$ cat src/rtl/csr_intrpt_ctrl.sv
// Machine-mode CSR file and interrupt controller for the 3-stage RISC-V core.
// Optional 64-bit mcycle/mcycleh counter enabled by defining CSR_MCYCLE_EN.
module csr_intrpt_ctrl #(
    parameter logic [31:0] MTVEC_RESET = 32'h0000_0000,
    parameter int          XLEN        = 32
) (
    input  logic            clk,
    input  logic            reset,
    input  logic            timer_intrpt,
    input  logic            ext_intrpt,
    input  logic            instr_valid,
    input  logic [31:0]     pc_in,
    input  logic [1:0]      csr_op,
    input  logic [11:0]     csr_addr,
    input  logic [XLEN-1:0] csr_wdata,
    input  logic            is_mret,
    output logic [XLEN-1:0] csr_rdata,
    output logic            redirect_valid,
    output logic [31:0]     redirect_pc,
    output logic            trap_taken
);

    localparam logic [11:0] ADDR_MSTATUS = 12'h300;
    localparam logic [11:0] ADDR_MIE     = 12'h304;
    localparam logic [11:0] ADDR_MTVEC   = 12'h305;
    localparam logic [11:0] ADDR_MEPC    = 12'h341;
    localparam logic [11:0] ADDR_MCAUSE  = 12'h342;
    localparam logic [11:0] ADDR_MIP     = 12'h344;
`ifdef CSR_MCYCLE_EN
    localparam logic [11:0] ADDR_MCYCLE  = 12'hB00;
    localparam logic [11:0] ADDR_MCYCLEH = 12'hB80;
`endif

    localparam logic [1:0] OP_WRITE = 2'b01;
    localparam logic [1:0] OP_SET   = 2'b10;
    localparam logic [1:0] OP_CLEAR = 2'b11;

    logic            mstatus_mie_reg, mstatus_mie_next;
    logic            mstatus_mpie_reg, mstatus_mpie_next;
    logic            mie_mtie_reg, mie_mtie_next;
    logic            mie_meie_reg, mie_meie_next;
    logic            mip_mtip_reg, mip_mtip_next;
    logic            mip_meip_reg;
    logic [XLEN-1:0] mtvec_reg, mtvec_next;
    logic [XLEN-1:0] mepc_reg, mepc_next;
    logic [XLEN-1:0] mcause_reg, mcause_next;
`ifdef CSR_MCYCLE_EN
    logic [XLEN-1:0] mcycle_lo_reg, mcycle_lo_next;
    logic [XLEN-1:0] mcycle_hi_reg, mcycle_hi_next;
    logic [XLEN-1:0] mcycle_lo_inc;
    logic            mcycle_carry;
`endif

    logic [XLEN-1:0] old_val;
    logic [XLEN-1:0] new_val;
    logic            csr_we;
    logic            ext_pend;
    logic            tmr_pend;
    logic            irq;
    logic            trap;
    logic            mret_go;
    logic [4:0]      cause;
    logic [31:0]     trap_base;
    logic [31:0]     trap_target;

    // Read mux: always reflects pre-edge state so rd gets the old value.
    always_comb begin
        old_val = '0;
        case (csr_addr)
            ADDR_MSTATUS: old_val = XLEN'({mstatus_mpie_reg, 3'b000, mstatus_mie_reg, 3'b000});
            ADDR_MIE:     old_val = XLEN'({mie_meie_reg, 3'b000, mie_mtie_reg, 7'b000_0000});
            ADDR_MTVEC:   old_val = mtvec_reg;
            ADDR_MEPC:    old_val = mepc_reg;
            ADDR_MCAUSE:  old_val = mcause_reg;
            ADDR_MIP:     old_val = XLEN'({mip_meip_reg, 3'b000, mip_mtip_reg, 7'b000_0000});
`ifdef CSR_MCYCLE_EN
            ADDR_MCYCLE:  old_val = mcycle_lo_reg;
            ADDR_MCYCLEH: old_val = mcycle_hi_reg;
`endif
            default:      old_val = '0;
        endcase
    end

    always_comb begin
        new_val = old_val;
        case (csr_op)
            OP_WRITE: new_val = csr_wdata;
            OP_SET:   new_val = old_val | csr_wdata;
            OP_CLEAR: new_val = old_val & ~csr_wdata;
            default:  new_val = old_val;
        endcase
    end

    assign csr_rdata = old_val;

    // Trap decision is purely combinational on the registered pending bits.
    assign ext_pend = mie_meie_reg & mip_meip_reg;
    assign tmr_pend = mie_mtie_reg & mip_mtip_reg;
    assign irq      = mstatus_mie_reg & (ext_pend | tmr_pend);
    assign trap     = irq & instr_valid;
    assign cause    = ext_pend ? 5'd11 : 5'd7;
    assign mret_go  = instr_valid & is_mret & ~trap;
    assign csr_we   = instr_valid & (csr_op != 2'b00) & ~trap;

    assign trap_base   = {mtvec_reg[31:2], 2'b00};
    assign trap_target = (mtvec_reg[1:0] == 2'b01) ? trap_base + {25'd0, cause, 2'b00}
                                                   : trap_base;

    assign redirect_valid = trap | mret_go;
    assign trap_taken     = trap;
    assign redirect_pc    = trap ? trap_target : mepc_reg;

    always_comb begin
        mstatus_mie_next  = mstatus_mie_reg;
        mstatus_mpie_next = mstatus_mpie_reg;
        mie_mtie_next     = mie_mtie_reg;
        mie_meie_next     = mie_meie_reg;
        mip_mtip_next     = mip_mtip_reg;
        mtvec_next        = mtvec_reg;
        mepc_next         = mepc_reg;
        mcause_next       = mcause_reg;

        if (trap) begin
            mstatus_mpie_next = mstatus_mie_reg;
            mstatus_mie_next  = 1'b0;
            mepc_next         = pc_in;
            mcause_next       = {1'b1, {(XLEN-6){1'b0}}, cause};
        end else if (mret_go) begin
            mstatus_mie_next  = mstatus_mpie_reg;
            mstatus_mpie_next = 1'b1;
        end else if (csr_we && csr_addr == ADDR_MSTATUS) begin
            mstatus_mie_next  = new_val[3];
            mstatus_mpie_next = new_val[7];
        end

        if (csr_we && csr_addr == ADDR_MIE) begin
            mie_mtie_next = new_val[7];
            mie_meie_next = new_val[11];
        end
        if (csr_we && csr_addr == ADDR_MTVEC) begin
            mtvec_next = {new_val[XLEN-1:2], 1'b0, new_val[0]};
        end
        if (csr_we && csr_addr == ADDR_MEPC) begin
            mepc_next = {new_val[XLEN-1:2], 2'b00};
        end
        if (csr_we && csr_addr == ADDR_MCAUSE) begin
            mcause_next = new_val;
        end

        // Timer pulse takes precedence over any clear landing in the same cycle.
        if (csr_we && csr_addr == ADDR_MIP) begin
            mip_mtip_next = new_val[7];
        end
        if (trap && !ext_pend) begin
            mip_mtip_next = 1'b0;
        end
        if (timer_intrpt) begin
            mip_mtip_next = 1'b1;
        end
    end

`ifdef CSR_MCYCLE_EN
    // A written half is replaced outright; the carry into the other half is dropped.
    assign {mcycle_carry, mcycle_lo_inc} = {1'b0, mcycle_lo_reg} + {{XLEN{1'b0}}, 1'b1};

    always_comb begin
        mcycle_lo_next = mcycle_lo_inc;
        mcycle_hi_next = mcycle_hi_reg + {{(XLEN-1){1'b0}}, mcycle_carry};
        if (csr_we && csr_addr == ADDR_MCYCLE) begin
            mcycle_lo_next = new_val;
            mcycle_hi_next = mcycle_hi_reg;
        end else if (csr_we && csr_addr == ADDR_MCYCLEH) begin
            mcycle_hi_next = new_val;
        end
    end

    always_ff @(posedge clk) begin
        if (reset) begin
            mcycle_lo_reg <= '0;
            mcycle_hi_reg <= '0;
        end else begin
            mcycle_lo_reg <= mcycle_lo_next;
            mcycle_hi_reg <= mcycle_hi_next;
        end
    end
`endif

    always_ff @(posedge clk) begin
        if (reset) begin
            mstatus_mie_reg  <= 1'b0;
            mstatus_mpie_reg <= 1'b0;
            mie_mtie_reg     <= 1'b0;
            mie_meie_reg     <= 1'b0;
            mip_mtip_reg     <= 1'b0;
            mip_meip_reg     <= 1'b0;
            mtvec_reg        <= MTVEC_RESET;
            mepc_reg         <= '0;
            mcause_reg       <= '0;
        end else begin
            mstatus_mie_reg  <= mstatus_mie_next;
            mstatus_mpie_reg <= mstatus_mpie_next;
            mie_mtie_reg     <= mie_mtie_next;
            mie_meie_reg     <= mie_meie_next;
            mip_mtip_reg     <= mip_mtip_next;
            mip_meip_reg     <= ext_intrpt;
            mtvec_reg        <= mtvec_next;
            mepc_reg         <= mepc_next;
            mcause_reg       <= mcause_next;
        end
    end

endmodule

$ cat config.mk
export PLATFORM = sky130hd
export DESIGN_NAME = csr_intrpt_ctrl
export DESIGN_NICKNAME = d
export VERILOG_FILES = /design/src/rtl/csr_intrpt_ctrl.sv
export SDC_FILE = /design/constraint.sdc
export NUM_CORES = 1
export LEC_CHECK = 0
export ABC_AREA = 1
export CORE_UTILIZATION = 40
export CTS_CLUSTER_SIZE = 12
export DETAILED_ROUTE_END_ITERATION = 12
export PLACE_DENSITY = 0.78
export SETUP_SLACK_MARGIN = 0.4
export SYNTH_ARGS = -nofsm -noshare
export SYNTH_HDL_FRONTEND = slang
export SYNTH_SLANG_ARGS = --single-unit
$ cat constraint.sdc
create_clock -name clk -period 6.09 [get_ports clk]
set_input_delay 0.9135 -clock clk [delete_from_list [all_inputs] [get_ports clk]]
set_output_delay 0.9135 -clock clk [all_outputs]
set_load 0.01 [all_outputs]
==> impl_metrics.py, run 1 <==
metrics = {
    "timing": {
        "worstMarginPinSlew_ns": 1.14,
        "rsz0062_at_grt": "false",
        "max_slew_margin_pct": 24.1,
        "period_needed_ns": 4.36,
        "fin_setup_tns_ns": 0,
        "finalCritPeriodShare_pct": 71.6,
        "hold_violations": 0,
        "timing.fmax_mhz": 229,
        "fin_skew_ns": 0.00730,
        "maxSlewViolCount": 0,
        "setup_viol": 0,
    },
    "drt": {
        "finalWirelength_um": 21300,
        "vias": 7258,
        "wl_per_cell_um": 15.0,
        "vias_per_cell": 5.11,
        "drtIter0Drc": 665,
        "drc": 0,
        "dr.pass1.iters": 5,
        "ant_nets": 0,
    },
    "placed_design": {
        "dp.cells": 1406,
        "port_buffers": 149,
        "place.gp.congestion": 0.899,
        "place_area_um2": 8250,
        "hpwl_um": 14800,
    },
    "flow_run": {
        "drv_cap": 0,
    },
    "synthesis": {
        "ys_ff_latch": 101,
        "yosys.area.top_type_share_pct": 30.1,
        "synth_top_area_cell": "dfxtp_1",
        "ys.flop_type": "dfxtp_1",
        "avgSynthCellArea_um2": 6.18,
        "netlist_instances": 1087,
        "yosysWarningCount": 0,
        "synthesis.area_um2": 6720,
        "synthArstFlopShare_pct": 0,
        "synth_cell_types": 45,
        "synth.net_count": 1174,
        "ys_seq_area_share_pct": 30.1,
        "synth_edf_count": 0,
        "ys_top_cells_by_area": "dfxtp_1 30%, nand2_1 22%, a21oi_1 7.7%",
    },
    "clocking": {
        "cts_resized": 0,
        "clkTransAtPathRegs_ns": 0.07,
        "cts-root-buf": "clkbuf_16",
        "cts.htree.levels": 3,
        "cts.sinks": 101,
        "numCtsBuffers": 9,
        "cts_buffer_depth": 2,
        "post_cts_buffers": 0,
        "clk_latency_ns": 0.35,
        "cts_tree": "done",
        "cts_hold_buf": 0,
    },
    "finish": {
        "drive_gt1_share_pct": 7.08,
        "fin_util_pct": 52.0,
        "fillers": 1651,
        "multi_input_area_um2": 3920,
        "post-route-cell-area_um2": 8560,
        "area_delta_synth_final_pct": 27.4,
        "seq_area_um2": 2020,
        "instances_no_fill": 1421,
        "n_antenna_cell": 0,
        "nets": 1284,
    },
    "worst_setup_path": {
        "criticalPathCategory": "reg -> out",
        "critPathCapture": "redirect_pc[26]",
        "worst_setup_path_start_kind": "flop",
        "required_ns": 5.18,
        "rrSetupSlack_ns": 3.63,
        "cp_max_fo": 16,
        "crit_arrival_ns": 3.44,
        "reg2reg_depth": 10,
        "rr_endpoint": "mepc_reg[26]",
        "cp-end-kind": "output pin",
        "timing.rr.start": "mip_meip_reg",
        "cp-startpoint": "mtvec_reg[0]",
    },
    "status": {
        "status": "finished, final reports clean",
    },
    "floorplanning": {
        "core_um2": 16500,
        "initial_utilization_pct": 40.8,
        "dieArea_um2": 17300,
        "row_count": 47,
        "io_pins": 150,
        "die_h_um": 132,
        "die_w_um": 132,
    },
    "pwr": {
        "pwr-share-clk_pct": 43.3,
        "seq_power_share_pct": 47.4,
        "switching_share_pct": 23.2,
        "switchingPower_mw": 0.325,
        "pwr-share-comb_pct": 9.3,
        "vdd_drop_max_mv": 0.132,
        "power.total_mw": 1.40,
        "intPower_mw": 1.08,
        "cellPowerDensity_nw_per_um2": 164,
        "leakage_nw": 3.56,
    },
    "worst_hold_path": {
        "hold_depth": 2,
        "hp-class": "reg -> reg",
    },
    "global_route": {
        "antenna_found_initial": 0,
        "grt_usage_pct": 24.5,
        "grt_max_degree": 63,
        "gr-total-overflow": 0,
        "grt_pass1_wl_um": 33900,
        "grt_pass1_vias": 6551,
    },
}
-- logic make-up (layout without fill, tap and decap cells) --
| group | count (synthesis) | count (layout) | share of synthesized area, % |
|---|---|---|---|
| simple gates | 527 | 527 | 34.0 |
| compound gates | 257 | 257 | 22.1 |
| buf+inv | 187 | 301 | 11.6 |
| flops | 101 | 101 | 30.1 |
| xor+xnor | 12 | 12 | 1.56 |
| fa+ha+maj | 3 | 3 | 0.559 |
-- layout make-up --
| cell class | count | share of cell area (%) |
|---|---|---|
| timing repair buffer | 157 | 18.1 |
| tap | 220 | 3.22 |
| sequential | 101 | 23.6 |
| multi-input combinational | 799 | 45.8 |
| clock inverter | 3 | 0.512 |
| inverter | 129 | 5.66 |
| clock buffer | 12 | 3.11 |
-- how the worst min path moves through the flow --
| stage | start | endpoint | slack (ns) |
|---|---|---|---|
| after detailed placement | mcause_reg[5] | mcause_reg[5] | 0.46 |
| after floorplan | mcause_reg[12] | mcause_reg[12] | 0.44 |
| final | mcause_reg[5] | mcause_reg[5] | 0.46 |
| after global routing | mcause_reg[25] | mcause_reg[25] | 0.48 |
| after CTS | mcause_reg[13] | mcause_reg[13] | 0.47 |
| after global placement | mcause_reg[10] | mcause_reg[10] | 0.45 |
-- synthesized netlist by cell type (7+ instances only) --
| cell | number |
|---|---|
| inv_1 | 121 |
| nand3_2 | 7 |
| nand2_2 | 8 |
| buf_2 | 13 |
| buf_4 | 7 |
| nand3_1 | 44 |
| o211ai_2 | 14 |
| a21oi_1 | 104 |
| nor2_1 | 41 |
| nand4_1 | 10 |
| nand2_1 | 385 |
| o21ai_0 | 100 |
| a22oi_1 | 19 |
| inv_2 | 7 |
| xor2_1 | 11 |
| dfxtp_1 | 101 |
| clkbuf_1 | 32 |
-- placed cells by master, fill, tap and decap left out, types with 3 or more instances in the layout --
cell type | synthesis | final
nor2_2 | 4 | 5
a21boi_0 | 5 | 5
inv_2 | 7 | 7
o211ai_2 | 14 | 14
a22oi_1 | 19 | 19
or2_2 | 4 | 4
inv_1 | 121 | 121
clkbuf_16 | 0 | 9
xor2_1 | 11 | 11
nor3_4 | 3 | 3
nand4_1 | 10 | 10
buf_4 | 7 | 8
dfxtp_1 | 101 | 101
nand3_1 | 44 | 44
o21ai_0 | 100 | 100
nand2_1 | 385 | 385
nor2_4 | 5 | 5
nand3_2 | 7 | 7
nor3_1 | 5 | 5
a21oi_1 | 104 | 104
ha_1 | 3 | 3
clkbuf_8 | 0 | 3
nor2_1 | 41 | 40
nand2_2 | 8 | 8
o211ai_1 | 3 | 3
clkdlybuf4s50_1 | 0 | 148
-- power groups by stage --
stage	logic, mW	clock network (mW)	registers (mW)
after CTS	0.131	0.613	0.663
after floorplan	0.0530	0	0.678
after global placement	0.129	0	0.678
after global routing	0.143	0.640	0.663
final	0.131	0.606	0.663
after detailed placement	0.131	0	0.679
-- metal layers --
layer	global-route usage [%]	wire length, µm
met1	33.5	9800
met5	0	0
met3	3.05	1370
met2	39.9	9710
met4	8.01	383
-- worst max-delay path, stage by stage (launching register included) --
cell,delay [ns]
dfxtp_1,0.76
clkinv_1,0.49
nor4_1,0.63
nand3_1,0.25
o21ai_0,0.20
nand3_1,0.08
o21ai_0,0.11
clkdlybuf4s50_1,0.57
-- metrics by stage --
stage	hold slack, ns	setup WS, ns
after floorplan	0.444	3.32
after CTS	0.466	1.74
after global routing	0.480	1.53
final	0.464	1.73
after global placement	0.451	1.96
after detailed placement	0.455	1.93
Power figures use the tool's default switching activity.
==> inputs of run 2 (changes only) <==
--- a/config.mk
+++ b/config.mk
@@ -9,7 +9,7 @@
 export CORE_UTILIZATION = 40
 export CTS_CLUSTER_SIZE = 12
 export DETAILED_ROUTE_END_ITERATION = 12
-export PLACE_DENSITY = 0.78
+export PLACE_DENSITY = 0.8
 export SETUP_SLACK_MARGIN = 0.4
 export SYNTH_ARGS = -nofsm -noshare
 export SYNTH_HDL_FRONTEND = slang
==> constraint.sdc (replaced) <==
create_clock -name clk -period 3.9 [get_ports clk]
set_input_delay 0.585 -clock clk [delete_from_list [all_inputs] [get_ports clk]]
set_output_delay 0.585 -clock clk [all_outputs]
set_load 0.01 [all_outputs]
==> impl_metrics.py, run 2 (synthesized netlist as in run 1, its figures left out) <==
metrics = {
    "pwr": {
        "switchingPower_mw": 0.529,
        "seq_power_share_pct": 48.1,
        "cellPowerDensity_nw_per_um2": 245,
        "switching_share_pct": 24.6,
        "intPower_mw": 1.62,
        "leakage_nw": 3.79,
        "pwr-share-clk_pct": 42.2,
        "pwr-share-comb_pct": 9.7,
        "vdd_drop_max_mv": 0.199,
    },
    "clocking": {
        "clkTransAtPathRegs_ns": 0.07,
        "cts_tree": "done",
        "cts.htree.levels": 3,
        "cts_hold_buf": 0,
        "cts.sinks": 101,
        "cts-root-buf": "clkbuf_16",
        "clk_latency_ns": 0.36,
        "cts_buffer_depth": 2,
        "numCtsBuffers": 9,
    },
    "finish": {
        "drive_gt1_share_pct": 9.18,
        "mostFrequentLayoutCells": "383 x nand2_1, 141 x clkdlybuf4s50_1, 121 x inv_1, 104 x a21oi_1, 101 x dfxtp_1",
        "area_delta_synth_final_pct": 30.7,
        "n_antenna_cell": 0,
        "nets": 1302,
        "post-route-cell-area_um2": 8780,
        "final_common_cell": "nand2_1",
    },
    "global_route": {
        "grt_max_degree": 63,
        "grt_pass1_wl_um": 35200,
        "gr-total-overflow": 0,
        "grt_pass1_vias": 6884,
        "antenna_found_initial": 0,
        "grt_usage_pct": 25.5,
    },
    "timing": {
        "finalCritPeriodShare_pct": 88.0,
        "rsz0062_at_grt": "true",
        "max_slew_margin_pct": 39.8,
        "fin_setup_tns_ns": 0,
        "timing.fmax_mhz": 291,
        "fin_skew_ns": 0.00695,
        "hold_violations": 0,
        "maxSlewViolCount": 0,
        "setup_viol": 0,
        "worstMarginPinSlew_ns": 0.903,
        "period_needed_ns": 3.43,
    },
    "worst_setup_path": {
        "cp_max_fo": 4,
        "timing.rr.start": "mip_meip_reg",
        "required_ns": 3.31,
        "criticalPathCategory": "reg -> out",
        "rr_endpoint": "mcause_reg[31]",
        "reg2reg_depth": 11,
        "worst_setup_path_start_kind": "flop",
        "rrSetupSlack_ns": 1.48,
        "critPathCapture": "redirect_pc[11]",
        "worst_path_max_delay_cell": "clkdlybuf4s50_1",
        "cpMostUsedCell": "nand2_1",
        "crit_arrival_ns": 2.85,
        "critPathMaxStageDelay_ns": 0.60,
        "cp-end-kind": "output pin",
        "cp-startpoint": "mip_meip_reg",
        "crit_path_cell_trace": "nand2_2, ha_4, o21ai_0, nand2_1, nand2_1, nand2_1, nand3_1, nor2_4, xor2_1, a21boi_0, clkdlybuf4s50_1",
    },
    "worst_hold_path": {
        "hp-class": "reg -> reg",
    },
    "drt": {
        "vias": 7542,
        "drc": 0,
        "finalWirelength_um": 22300,
        "ant_nets": 0,
        "drtIter0Drc": 829,
        "vias_per_cell": 5.24,
        "dr.pass1.iters": 5,
        "wl_per_cell_um": 15.5,
    },
    "floorplanning": {
        "core_um2": 16500,
        "die_h_um": 132,
        "io_pins": 150,
        "dieArea_um2": 17300,
        "row_count": 47,
        "initial_utilization_pct": 40.8,
        "die_w_um": 132,
    },
    "placed_design": {
        "hpwl_um": 15700,
        "place_area_um2": 8360,
        "port_buffers": 149,
        "place.gp.congestion": 0.858,
    },
    "flow_run": {
        "drv_cap": 0,
    },
    "status": {
        "status": "finished, final reports clean",
    },
}
==> run 2: cell count changes in the layout (fill, tap and decap cells not counted), sizes merged <==
cell,change
clkdlybuf4s50,-7
dlymetal6s2s,+7
bufinv,-1
buf,+18
clkinvlp,+1
inv,+1
==> run 2: what timing repair did <==
| action | in CTS | in global routing |
|---|---|---|
| resized for setup | 4 | 14 |
| pin swaps | 2 | 2 |
| endpoints found under the setup margin | 10 | 15 |
| buffers inserted | 1 | 5 |
==> run 2: worst min-delay path by stage <==
| stage | start | cells past startpoint | to | slack, ns |
|---|---|---|---|---|
| final | mcause_reg[16] | 2 | mcause_reg[16] | 0.47 |
| after global routing | mcause_reg[5] | 2 | mcause_reg[5] | 0.48 |
| after CTS | mcause_reg[16] | 2 | mcause_reg[16] | 0.47 |
| after detailed placement | mcause_reg[16] | 2 | mcause_reg[16] | 0.46 |
| after global placement | mcause_reg[28] | 2 | mcause_reg[28] | 0.45 |
| after floorplan | mcause_reg[12] | 2 | mcause_reg[12] | 0.44 |
==> run 2: routing by layer <==
| metal | global-route usage (%) | up-vias | part of all wire (%) |
|---|---|---|---|
| li1 | - | 3739 | - |
| met1 | 34.5 | 3453 | 45 |
| met2 | 41.8 | 320 | 46 |
| met3 | 3.40 | 30 | 7.0 |
| met4 | 7.62 | 0 | 1.6 |
| met5 | 0 | - | 0 |
==> run 2: power by group through the flow <==
| stage | combinational (mW) | sequential, mW | clock [mW] |
|---|---|---|---|
| after floorplan | 0.0828 | 1.06 | 0 |
| after global placement | 0.206 | 1.06 | 0 |
| after detailed placement | 0.207 | 1.06 | 0 |
| after CTS | 0.208 | 1.04 | 0.921 |
| after global routing | 0.225 | 1.04 | 0.949 |
| final | 0.208 | 1.04 | 0.909 |
==> run 2: through the flow <==
| step | setup slack [ns] | power (mW) | std cells | hold WS, ns | util (%) |
|---|---|---|---|---|---|
| after global routing | 0.291 | 2.21 | 1440 | 0.479 | 53.3 |
| final | 0.468 | 2.15 | 1440 | 0.466 | 53.3 |
| after CTS | 0.405 | 2.16 | 1435 | 0.466 | 52.7 |
| after detailed placement | 0.566 | 1.27 | 1418 | 0.455 | 50.8 |
| after global placement | 0.558 | 1.27 | 1418 | 0.451 | 50.8 |
| after floorplan | 1.56 | 1.14 | 1087 | 0.444 | - |
==> run 2: critical path: cells and delay by family (launching register included) <==
kind                     cells  cell delay [ns]
AO/OA/AOI/OAI                2             0.35
XOR/XNOR                     1             0.09
adder cells (fa/ha/maj)      1             0.30
buffers and inverters        1             0.60
flip-flops                   1             0.36
AND/OR/NAND/NOR              6             0.80
==> run 2: final cells by class <==
cell class | count | area (µm²)
inverter | 129 | 484
fill | 1647 | 7690
timing repair buffer | 175 | 1720
clock buffer | 12 | 267
multi-input combinational | 799 | 3980
tap | 220 | 275
clock inverter | 4 | 30.0
sequential | 101 | 2020
